## src/rtl/axi_mport_bridge.sv

```systemverilog
// axi_mport_bridge: round-robin read clients and one write client onto an AXI3 master with a write-line read hazard.
module axi_mport_bridge #(
  parameter int N_RD       = 3,
  parameter int LINE_WORDS = 4,
  parameter int WR_ID      = 1
) (
  input  logic                       clk,
  input  logic                       reset,
  input  logic [N_RD-1:0]            rd_req,
  input  logic [N_RD-1:0]            rd_uncache,
  input  logic [3*N_RD-1:0]          rd_size,
  input  logic [32*N_RD-1:0]         rd_addr,
  output logic [N_RD-1:0]            rd_rdy,
  output logic [N_RD-1:0]            ret_valid,
  output logic [32*LINE_WORDS-1:0]   ret_data,
  input  logic                       wr_req,
  input  logic                       wr_uncache,
  input  logic [2:0]                 wr_size,
  input  logic [3:0]                 wr_wstrb,
  input  logic [31:0]                wr_addr,
  input  logic [32*LINE_WORDS-1:0]   wr_data,
  output logic                       wr_rdy,
  output logic                       wr_bvalid,
  output logic [3:0]                 arid,
  output logic [31:0]                araddr,
  output logic [7:0]                 arlen,
  output logic [2:0]                 arsize,
  output logic [1:0]                 arburst,
  output logic [1:0]                 arlock,
  output logic [3:0]                 arcache,
  output logic [2:0]                 arprot,
  output logic                       arvalid,
  input  logic                       arready,
  input  logic [3:0]                 rid,
  input  logic [31:0]                rdata,
  input  logic [1:0]                 rresp,
  input  logic                       rlast,
  input  logic                       rvalid,
  output logic                       rready,
  output logic [3:0]                 awid,
  output logic [31:0]                awaddr,
  output logic [7:0]                 awlen,
  output logic [2:0]                 awsize,
  output logic [1:0]                 awburst,
  output logic [1:0]                 awlock,
  output logic [3:0]                 awcache,
  output logic [2:0]                 awprot,
  output logic                       awvalid,
  input  logic                       awready,
  output logic [3:0]                 wid,
  output logic [31:0]                wdata,
  output logic [3:0]                 wstrb,
  output logic                       wlast,
  output logic                       wvalid,
  input  logic                       wready,
  input  logic [3:0]                 bid,
  input  logic [1:0]                 bresp,
  input  logic                       bvalid,
  output logic                       bready
);
  localparam int OFF = $clog2(LINE_WORDS*4);
  localparam int GW  = N_RD > 1 ? $clog2(N_RD) : 1;
  localparam int KW  = LINE_WORDS > 1 ? $clog2(LINE_WORDS) : 1;
  localparam logic [7:0] LEN = 8'(LINE_WORDS-1);
  localparam logic [N_RD-1:0] ONE_R = 1;
  typedef enum logic [1:0] {R_IDLE, R_AR, R_DATA, R_RET} r_state_t;
  typedef enum logic [1:0] {W_IDLE, W_AW, W_DATA, W_B} w_state_t;
  r_state_t r_st;
  w_state_t w_st;
  logic [GW-1:0] rr, g, c, gnt;
  logic any;
  logic [N_RD-1:0] elig;
  logic [31:0] r_addr, w_addr;
  logic [2:0] r_size, w_size;
  logic r_unc, w_unc;
  logic [KW-1:0] rk, wk;
  logic [32*LINE_WORDS-1:0] w_data;
  logic [3:0] w_strb;
  logic unused_ok;
  assign unused_ok = ^{rid, rresp, bid, bresp, w_size};
  // a read touching the line currently being written must wait for the write to finish
  always_comb begin
    elig = '0;
    for (int j = 0; j < N_RD; j++)
      elig[j] = rd_req[j] && !(w_st != W_IDLE && rd_addr[32*j+OFF +: 32-OFF] == w_addr[31:OFF]);
  end
  always_comb begin
    gnt = '0;
    any = 1'b0;
    c = '0;
    for (int i = N_RD-1; i >= 0; i--) begin
      c = GW'((int'(rr) + i) % N_RD);
      if (elig[c]) begin
        gnt = c;
        any = 1'b1;
      end
    end
  end
  always_ff @(posedge clk or posedge reset) begin
    if (reset) begin
      r_st <= R_IDLE;
      rr <= '0;
      g <= '0;
      r_addr <= '0;
      r_size <= '0;
      r_unc <= 1'b0;
      rk <= '0;
      ret_data <= '0;
      rd_rdy <= '0;
    end else begin
      rd_rdy <= '0;
      unique case (r_st)
        R_IDLE: if (any) begin
          r_st <= R_AR;
          g <= gnt;
          rr <= (int'(gnt) == N_RD-1) ? '0 : gnt + 1'b1;
          r_addr <= rd_addr[32*gnt +: 32];
          r_size <= rd_size[3*gnt +: 3];
          r_unc <= rd_uncache[gnt];
          rd_rdy <= ONE_R << gnt;
        end
        R_AR: if (arready) r_st <= R_DATA;
        R_DATA: if (rvalid) begin
          ret_data[32*rk +: 32] <= rdata;
          rk <= rlast ? '0 : (rk == KW'(LINE_WORDS-1)) ? rk : rk + 1'b1;
          if (rlast) r_st <= R_RET;
        end
        R_RET: r_st <= R_IDLE;
      endcase
    end
  end
  always_ff @(posedge clk or posedge reset) begin
    if (reset) begin
      w_st <= W_IDLE;
      w_addr <= '0;
      w_data <= '0;
      w_size <= '0;
      w_strb <= '0;
      w_unc <= 1'b0;
      wk <= '0;
      wr_rdy <= 1'b0;
      wr_bvalid <= 1'b0;
    end else begin
      wr_rdy <= 1'b0;
      wr_bvalid <= 1'b0;
      unique case (w_st)
        W_IDLE: if (wr_req) begin
          w_st <= W_AW;
          w_addr <= wr_addr;
          w_data <= wr_data;
          w_size <= wr_size;
          w_strb <= wr_wstrb;
          w_unc <= wr_uncache;
          wr_rdy <= 1'b1;
        end
        W_AW: if (awready) w_st <= W_DATA;
        W_DATA: if (wready) begin
          wk <= wlast ? '0 : wk + 1'b1;
          if (wlast) w_st <= W_B;
        end
        W_B: if (bvalid) begin
          w_st <= W_IDLE;
          wr_bvalid <= 1'b1;
        end
      endcase
    end
  end
  assign ret_valid = (r_st == R_RET) ? ONE_R << g : '0;
  assign arid = 4'(g);
  assign araddr = r_unc ? r_addr : {r_addr[31:OFF], {OFF{1'b0}}};
  assign arlen = r_unc ? 8'd0 : LEN;
  assign arsize = r_unc ? r_size : 3'd2;
  assign arburst = 2'b01;
  assign arlock = 2'b00;
  assign arcache = 4'd0;
  assign arprot = 3'd0;
  assign arvalid = r_st == R_AR;
  assign rready = r_st == R_DATA;
  assign awid = 4'(WR_ID);
  assign awaddr = w_unc ? w_addr : {w_addr[31:OFF], {OFF{1'b0}}};
  assign awlen = w_unc ? 8'd0 : LEN;
  assign awsize = w_unc ? w_size : 3'd2;
  assign awburst = 2'b01;
  assign awlock = 2'b00;
  assign awcache = 4'd0;
  assign awprot = 3'd0;
  assign awvalid = w_st == W_AW;
  assign wid = 4'(WR_ID);
  assign wdata = w_data[32*wk +: 32];
  assign wstrb = w_unc ? w_strb : 4'hf;
  assign wlast = w_st == W_DATA && (w_unc || wk == KW'(LINE_WORDS-1));
  assign wvalid = w_st == W_DATA;
  assign bready = w_st == W_B;
endmodule

```

## config.mk

```make
export PLATFORM = sky130hd
export DESIGN_NAME = axi_mport_bridge
export DESIGN_NICKNAME = d
export VERILOG_FILES = /design/src/rtl/axi_mport_bridge.sv
export SDC_FILE = /design/constraint.sdc
export NUM_CORES = 1
export LEC_CHECK = 0
export BUFFER_PORTS_ARGS = -buffer_cell sky130_fd_sc_hd__buf_2
export CAP_MARGIN = 5
export CORE_AREA = 2 2 245 247
export DETAILED_ROUTE_END_ITERATION = 8
export DIE_AREA = 0 0 247 249
export HOLD_SLACK_MARGIN = 0.05
export PLACE_DENSITY = 0.49
export SLEW_MARGIN = 20
export SYNTH_ARGS = -nofsm -noshare
export SYNTH_HDL_FRONTEND = slang
export SYNTH_SLANG_ARGS = --single-unit
```

## constraint.sdc

```tcl
create_clock -name clk -period 12.3 [get_ports clk]
set_clock_uncertainty 0.1 [all_clocks]
set_input_delay 2.46 -clock clk [delete_from_list [all_inputs] [get_ports clk]]
set_output_delay 2.46 -clock clk [all_outputs]
set_load 0.02 [all_outputs]
```

# Word level (Yosys, flattened, before mapping)
# Index checks and enable logic that the tools add are counted.
[totals]
output_inout_bits = 298
elab_cells = 126
input_bits = 332
reg_bits = 349
[op_classes]
n_addsub = 6
muxes = 44
shift = 7
magnitude_cmp = 4
reduce_logical = 21
div = 3
n_eq_ne = 22
mul = 1
[ops]
columns = ["op", "count"]
rows = [
  ["128-bit bitwise mux", 1],
  ["32-bit by 34-bit variable shift with 128-bit output (first input constant)", 1],
  ["128-bit by 8-bit indexed part select with 32-bit output", 1],
  ["32-bit by 34-bit indexed part select with 128-bit output", 1],
  ["96-bit by 8-bit indexed part select with 32-bit output", 1],
  ["28-bit == test", 3],
  ["32-bit by 3-bit remainder unit with 32-bit output (second input constant)", 2],
  ["2-bit two-way mux", 18],
  ["7-bit negation with 34-bit output", 1],
  ["3-bit by 3-bit remainder unit with 32-bit output (second input constant)", 1],
  ["2-bit one-hot mux with 4 select lines", 2],
  ["3-bit two-way mux", 5],
  ["2-bit == test (second input constant)", 7],
  ["2-bit inequality test (second input constant)", 7],
  ["2-bit by 3-bit < comparator with 1-bit output (second input constant)", 4],
  ["4-bit two-way mux", 3],
  ["1-bit two-way mux", 11],
  ["9-bit by 5-bit indexed part select with 3-bit output", 1],
  ["1-bit binary-select mux with 2-bit select", 4],
  ["2-bit AND reduction", 4],
  ["1-bit logical AND", 7],
  ["2-bit by 1-bit adder with 2-bit output (second input constant)", 3],
  ["2-bit by 1-bit inequality test with 1-bit output (second input constant)", 3],
  ["1-bit by 2-bit << shifter with 3-bit output (first input constant)", 2],
  ["other kinds (11)", 15],
]

# Longest topological paths before layout
# Gate-level depths: netlist of run 1.
[depth]
word_depth = 12
ltp_mapped = 12
depth_no_buf = 11

# Worst setup path before layout of run 1
# OpenSTA, ideal clock, no wires.
[synth_path]
path_kind = "input port to flip-flop"
startpoint = "in rd_addr[62]"
endpoint = "reg r_st[1]"
path_stages = 8
setup_ns = 0.125
required_time_ns = 12.075
arrival_ns = 4.324
slack_ns = 7.751
n_path_buf = 0
path_cell_list = "xor2_1 nor4_2 nand2_1 o41a_1 o31ai_4 a21oi_1 o221a_2 mux2_4"
[synth_via]
elab_chain_cells = 11
elab_cells_between_ends = 15
classes_between = "eq/ne: 2; mux: 9; reduce/logical: 4"
[synth_rtl]
columns = ["item", "line_no", "text"]
rows = [
  ["start, declared", "12", "input logic [32*N_RD-1:0] rd_addr,"],
  ["28-bit == test *", "85", "elig[j] = rd_req[j] && !(w_st != W_IDLE && rd_addr[32*j+OFF +: 32-OFF] == w_addr[31:OFF]);"],
  ["1-bit logical AND *", "85", ""],
  ["1-bit logical NOT *", "85", ""],
  ["1-bit logical AND *", "85", ""],
  ["1-bit binary-select mux with 2-bit select", "93", "if (elig[c]) begin"],
  ["1-bit two-way mux (not written as such)", "93", ""],
  ["1-bit two-way mux (2 in series)", "93", ""],
  ["1-bit two-way mux *", "93", ""],
  ["2-bit inequality test (no source line) *", "n/a", ""],
  ["4-bit AND reduction (no source line) *", "n/a", ""],
  ["end signal, assigned", "101", "r_st <= R_IDLE;"],
  ["end signal, assigned", "114", "r_st <= R_AR;"],
  ["end signal, assigned", "122", "R_AR: if (arready) r_st <= R_DATA;"],
  ["end, declared", "68", "r_state_t r_st;"],
]
# Every way passes the cells marked *; elsewhere a longest branch is shown, timed or not. The select of a mux whose other input is x is not followed.
# A chain may end at the register's enable or synchronous reset.

# Worst setup path in the final report of run 1
[layout_path]
startpoint = "in rd_addr[9]"
endpoint = "reg r_addr[7]"
[layout_via]
elab_chain_cells = 10
elab_cells_between_ends = 18
classes_between = "eq/ne: 1; shift: 1; mux: 12; reduce/logical: 4"
[layout_rtl]
columns = ["item", "line_no", "text"]
rows = [
  ["28-bit == test *", "85", ""],
  ["1-bit logical AND *", "85", ""],
  ["1-bit logical NOT *", "85", ""],
  ["1-bit logical AND *", "85", ""],
  ["1-bit binary-select mux with 2-bit select", "93", ""],
  ["1-bit two-way mux (not written as such)", "93", ""],
  ["2-bit two-way mux / 1-bit two-way mux (equally long branches) (3 in series)", "93", ""],
  ["96-bit by 8-bit indexed part select with 32-bit output / 2-bit AND reduction (equally long branches)", "n/a", ""],
  ["end signal, assigned", "117", "r_addr <= rd_addr[32*gnt +: 32];"],
  ["end, declared", "73", "logic [31:0] r_addr, w_addr;"],
]
# Marked as above.

==> results.json, run 1 <==
{
  "min_period_over_period": 0.435,
  "end_kind": "flip-flop",
  "die_w_um": 247,
  "die-area_um2": 61500,
  "power_density_nw_per_um2": 269,
  "hpwl_mm": 40.9,
  "crit_path_start": "rd_addr[9]",
  "syn-cell-area_um2": 16300,
  "synth-async-reset-ratio": 1.00,
  "required_ns": 12.66,
  "core_um2": 58700,
  "netlist_instances": 1251,
  "cts_sinks": 349,
  "portBuffers": 573,
  "synth-seq-cells": 349,
  "yosys_warnings": 0,
  "track_usage": 0.174,
  "wire_per_inst_um": 21.6,
  "synthFlopType": "dfrtp_1",
  "crit_arrival_ns": 5.71,
  "finalNonFillerCells": 2564,
  "first_pass_iters": 5,
  "grt_setup_unrepaired": "false",
  "cpLargestDelayFamily": "compound AO/OA/AOI/OAI gates",
  "start_util": 0.278,
  "setup_viol": 0,
  "finalWorstSetupSlack_ns": 6.95,
  "crit_path_max_incr_delay_ns": 0.77,
  "drc": 0,
  "slew_headroom": 0.322,
  "max_freq_mhz": 187,
  "clockBufferDepth": 3,
  "critPathSlowestCell": "a211oi_4",
  "drt_iter0_drc": 716,
  "grt_max_degree": 121,
  "p_leak_nw": 10.1,
  "fp-row-count": 89,
  "final-hold-violation-count": 0,
  "antenna_found_initial": 21,
  "post-place-cells": 2479,
  "wirelength_mm": 55.4,
  "htreeDepth": 2,
  "gp_congestion": 0.875,
  "cp_max_fo": 16,
  "cp-start-kind": "input pin",
  "die_y_um": 249,
  "vias_per_cell": 4.73,
  "hold_buffers": 0,
  "cts_resized": 0,
  "max-vdd-ir-drop_v": 0.000151,
  "vias": 12140,
  "worstMarginPinSlew_ns": 1.01,
  "path_cells": "buf_2, xnor2_1, nand4_1, nor4_1, a21oi_1, o21a_1, a211oi_4, buf_4, a22oi_1, o211ai_1",
  "crit-reg2reg-launch": "w_addr[9]$_DFFE_PP0P_",
  "status": "finished clean",
  "io_pins": 630,
  "cts_buffers": 43,
  "dp_worst_setup_slack_ns": 6.32,
  "drive_gt1_frac": 0.494,
  "crit_type": "input pin to flip-flop",
  "final_antenna_net_count": 0,
  "layout_min_cycle_time_ns": 5.35,
  "seq_area_frac_synth": 0.534,
  "grt-ovfl-total": 0,
  "maxSlewViolCount": 0,
  "min_from": "w_size[1]$_DFFE_PP0P_",
  "final_cell_mix": "buf_2 (573), dfrtp_1 (348), mux2_2 (168)",
  "finalSetupTns_ns": 0,
  "total_power_mw": 5.60,
  "tritoncts": "done",
  "clock_latency_ns": 0.56,
  "grt_pass1_vias": 12621,
  "grt_pass1_wl_mm": 81.5,
  "hold_path.class": "flip-flop to flip-flop",
  "post_cts_buffers": 0,
  "avgSynthCellArea_um2": 13.1,
  "final_common_cell": "buf_2",
  "syn2layout_area_growth_pct": 27.3,
  "cap_violations": 0,
  "synth.distinct_cells": 63,
  "clk_pin_slew_ns": 0.06,
  "fin_util": 0.354,
  "cts_root_buf": "clkbuf_16",
  "fin_nets": 2101,
  "synth-edff-count": 0,
  "crit_buf_inv": 2
}
cell families after synthesis:
logic type	after synthesis	synth area share
DFF	349	0.534
AOI/OAI and AO/OA	238	0.122
buffers and inverters	228	0.0801
muxes	202	0.161
and+or+nand+nor	133	0.0445
xor gates and xnor gates	81	0.0434
adders and majority gates	18	0.0138
other	2	0.000460
worst paths after layout:
| check | end | slack (ns) | cells after the start |
|---|---|---|---|
| min in group asynchronous | w_data[122]$_DFFE_PP0P_ | 1.96 | 2 |
| max reg2reg | r_addr[7]$_DFFE_PP0P_ | 8.46 | 9 |
| max in group asynchronous | r_addr[15]$_DFFE_PP0P_ | 8.20 | 4 |
| min reg2reg | w_size[1]$_DFFE_PP0P_ | 0.40 | 1 |
| min | w_size[1]$_DFFE_PP0P_ | 0.40 | 1 |
| max | r_addr[7]$_DFFE_PP0P_ | 6.95 | 10 |
through the flow:
stage	area, um2	hold slack (ns)
final	20800	0.398
after global routing	20800	0.408
after CTS	20800	0.400
after detailed placement	19400	0.385
after global placement	19400	0.385
after floorplan	16500	0.372
registers in the layout (all words and copies together), names as in the netlist, 3 cells and up:
name      cells
r_addr       32
r_size        3
rd_rdy        3
ret_data    128
w_addr       32
w_data      128
w_size        3
w_strb        4
worst reg2reg max path: cells and delay by family, from the launching register on:
kind | cells | cell delay [ns]
flip-flops | 1 | 0.45
AO/OA/AOI/OAI | 5 | 1.62
XOR/XNOR | 1 | 0.37
AND/OR/NAND/NOR | 2 | 0.79
buffers and inverters | 1 | 0.41
cells in the mapped netlist, types with 6 or more instances:
library cell | count | area [um2]
a31oi_1 | 9 | 56.3
dfrtp_1 | 349 | 8730
nand4_1 | 13 | 81.3
nor2_1 | 23 | 86.3
xor2_1 | 26 | 228
a22oi_1 | 35 | 263
mux2_2 | 168 | 1890
ha_1 | 18 | 225
clkbuf_1 | 54 | 203
and2_1 | 12 | 75.1
buf_4 | 105 | 788
o211ai_1 | 26 | 195
xnor2_1 | 55 | 482
nand2_1 | 17 | 63.8
o21ai_0 | 6 | 30.0
mux4_2 | 32 | 721
buf_2 | 6 | 30.0
nor4_1 | 7 | 43.8
nand3_1 | 39 | 195
inv_1 | 52 | 195
nand2b_1 | 6 | 37.5
a22o_1 | 129 | 1130
report_power, final:
| part | internal (mW) | switching [mW] |
|---|---|---|
| Combinational | 1.03 | 1.36 |
| Clock | 0.735 | 0.510 |
| Sequential | 1.61 | 0.351 |
cell type report:
type / instances / area [um2]
Clock buffer: 66 / 1320
Multi-Input combinational cell: 716 / 6500
Timing Repair Buffer: 588 / 2980
Inverter: 53 / 206
Clock inverter: 8 / 66.3
Sequential cell: 349 / 8730
Fill cell: 5900 / 37900
Antenna cell: 11 / 27.5
Tap cell: 773 / 967
layer usage:
| layer | vias to the layer above | track usage | part of all wire |
|---|---|---|---|
| li1 | 5415 | - | - |
| met1 | 6141 | 0.203 | 0.38 |
| met2 | 465 | 0.293 | 0.48 |
| met3 | 99 | 0.0688 | 0.10 |
| met4 | 20 | 0.0540 | 0.030 |
| met5 | - | 0 | 0.0025 |
No activity file was read; power rests on OpenSTA's default activity.
==> run 2: changes to the inputs <==
Clock period 12.3 ns to 4.5 ns, I/O delays scaled along.
==> results.json, run 2 (synthesized netlist as in run 1, its figures left out) <==
{
  "cp-start-kind": "flip-flop",
  "fp-row-count": 89,
  "cap_violations": 0,
  "wire_per_inst_um": 21.5,
  "drc": 0,
  "grt_max_degree": 133,
  "fin_util": 0.358,
  "max-vdd-ir-drop_v": 0.000343,
  "busiest_layer": "met2",
  "layout_min_cycle_time_ns": 3.68,
  "clk_pin_slew_ns": 0.06,
  "crit_path_start": "w_st[1]$_DFFE_PP0P_",
  "fin_nets": 2113,
  "maxSlewViolCount": 0,
  "finalNonFillerCells": 2573,
  "power_density_nw_per_um2": 736,
  "core_um2": 58700,
  "cp_max_fo": 28,
  "required_ns": 4.86,
  "total_power_mw": 15.4,
  "hold_path.class": "input pin to asynchronous set/reset pin",
  "grtUsageMet1": 0.204,
  "clockBufferDepth": 3,
  "gp_congestion": 0.880,
  "grt_pass1_vias": 12996,
  "placed_area_um2": 19500,
  "vias_per_cell": 4.76,
  "die-area_um2": 61500,
  "slew_headroom": 0.466,
  "min_period_over_period": 0.817,
  "start_util": 0.278,
  "final_cell_mix": "buf_2 (573), dfrtp_1 (348), mux2_2 (168)",
  "cts_sinks": 349,
  "num-fill-cells": 5909,
  "tritoncts": "done",
  "die_y_um": 249,
  "cts_resized": 0,
  "post-place-cells": 2491,
  "hold_buffers": 0,
  "die_w_um": 247,
  "crit-reg2reg-launch": "w_st[1]$_DFFE_PP0P_",
  "final_antenna_net_count": 0,
  "first_pass_iters": 5,
  "grt-ovfl-total": 0,
  "portBuffers": 573,
  "antenna_found_initial": 16,
  "end_kind": "flip-flop",
  "grt_setup_unrepaired": "false",
  "grt_pass1_wl_mm": 82.1,
  "reg.largest.list": "ret_data (128), w_data (128)",
  "final_common_cell": "buf_2",
  "setup_viol": 0,
  "track_usage": 0.175,
  "p_leak_nw": 10.2,
  "cts_buffers": 43,
  "hpwl_mm": 40.7,
  "vias": 12241,
  "met2_usage": 0.300,
  "worstMarginPinSlew_ns": 0.800,
  "final-hold-violation-count": 0,
  "final_area_um2": 21000,
  "drive_gt1_frac": 0.495,
  "cts_root_buf": "clkbuf_16",
  "htreeDepth": 2,
  "clock_latency_ns": 0.56,
  "crit_type": "flip-flop to flip-flop",
  "post_cts_buffers": 0,
  "crit_arrival_ns": 4.03,
  "syn2layout_area_growth_pct": 28.4,
  "status": "finished clean",
  "io_pins": 630,
  "drt_iter0_drc": 721,
  "met3_usage": 0.0615,
  "max_freq_mhz": 272,
  "wirelength_mm": 55.2
}
-- run 2: power breakdown --
part	internal [mW]	switching (mW)	total [mW]
Clock	2.13	1.39	3.52
Combinational	2.86	3.68	6.54
Sequential	4.41	0.972	5.38
-- run 2: stage by stage --
step / hold WS (ns) / TNS [ns] / setup WS (ns)
2_1_floorplan: 0.372 / -409.18 / -1.17
3_3_place_gp: 0.381 / 0 / 0.590
3_5_place_dp: 0.385 / 0 / 0.485
4_1_cts: 0.213 / 0 / 0.859
5_1_grt: 0.234 / 0 / 0.618
6_report: 0.248 / 0 / 0.823
-- run 2: layout make-up --
class | instances | area, um2 | share of cell area
Inverter | 53 | 203 | 0.00966
Tap cell | 773 | 967 | 0.0461
Timing Repair Buffer | 600 | 3130 | 0.149
Clock buffer | 62 | 1230 | 0.0585
Clock inverter | 12 | 209 | 0.00996
Antenna cell | 8 | 20.0 | 0.000954
Multi-Input combinational cell | 716 | 6490 | 0.309
Sequential cell | 349 | 8730 | 0.416
-- run 2: routing by layer --
layer  vias up  part of all wire
met2       485              0.50
met5         -            0.0023
met4        18             0.024
li1       5430                 -
met3        84             0.090
met1      6224              0.38
-- run 2: worst paths after layout --
| path | cells past startpoint | slack [ns] | end |
|---|---|---|---|
| worst max-delay path | 10 | 0.82 | r_addr[12]$_DFFE_PP0P_ |
| worst min-delay path | 2 | 0.25 | w_addr[0]$_DFFE_PP0P_ |
| worst max register to register | 10 | 0.82 | r_addr[12]$_DFFE_PP0P_ |
| worst min register to register | 1 | 0.40 | ret_data[109]$_DFFE_PP0P_ |
| max in group asynchronous | 3 | 2.91 | rr[0]$_DFFE_PP0P_ |
| min in group clk | 1 | 0.40 | ret_data[109]$_DFFE_PP0P_ |
-- run 2: critical path, cell delays in order, from the launching register on --
cell and delay, ns:
dfrtp_1 0.40, inv_1 0.12, ha_1 0.32, inv_1 0.16, nand2_1 0.12, nor4_1 0.09
a21oi_1 0.35, nand3_1 0.28, a21oi_4 0.65, nand3_4 0.58, o211ai_1 0.37
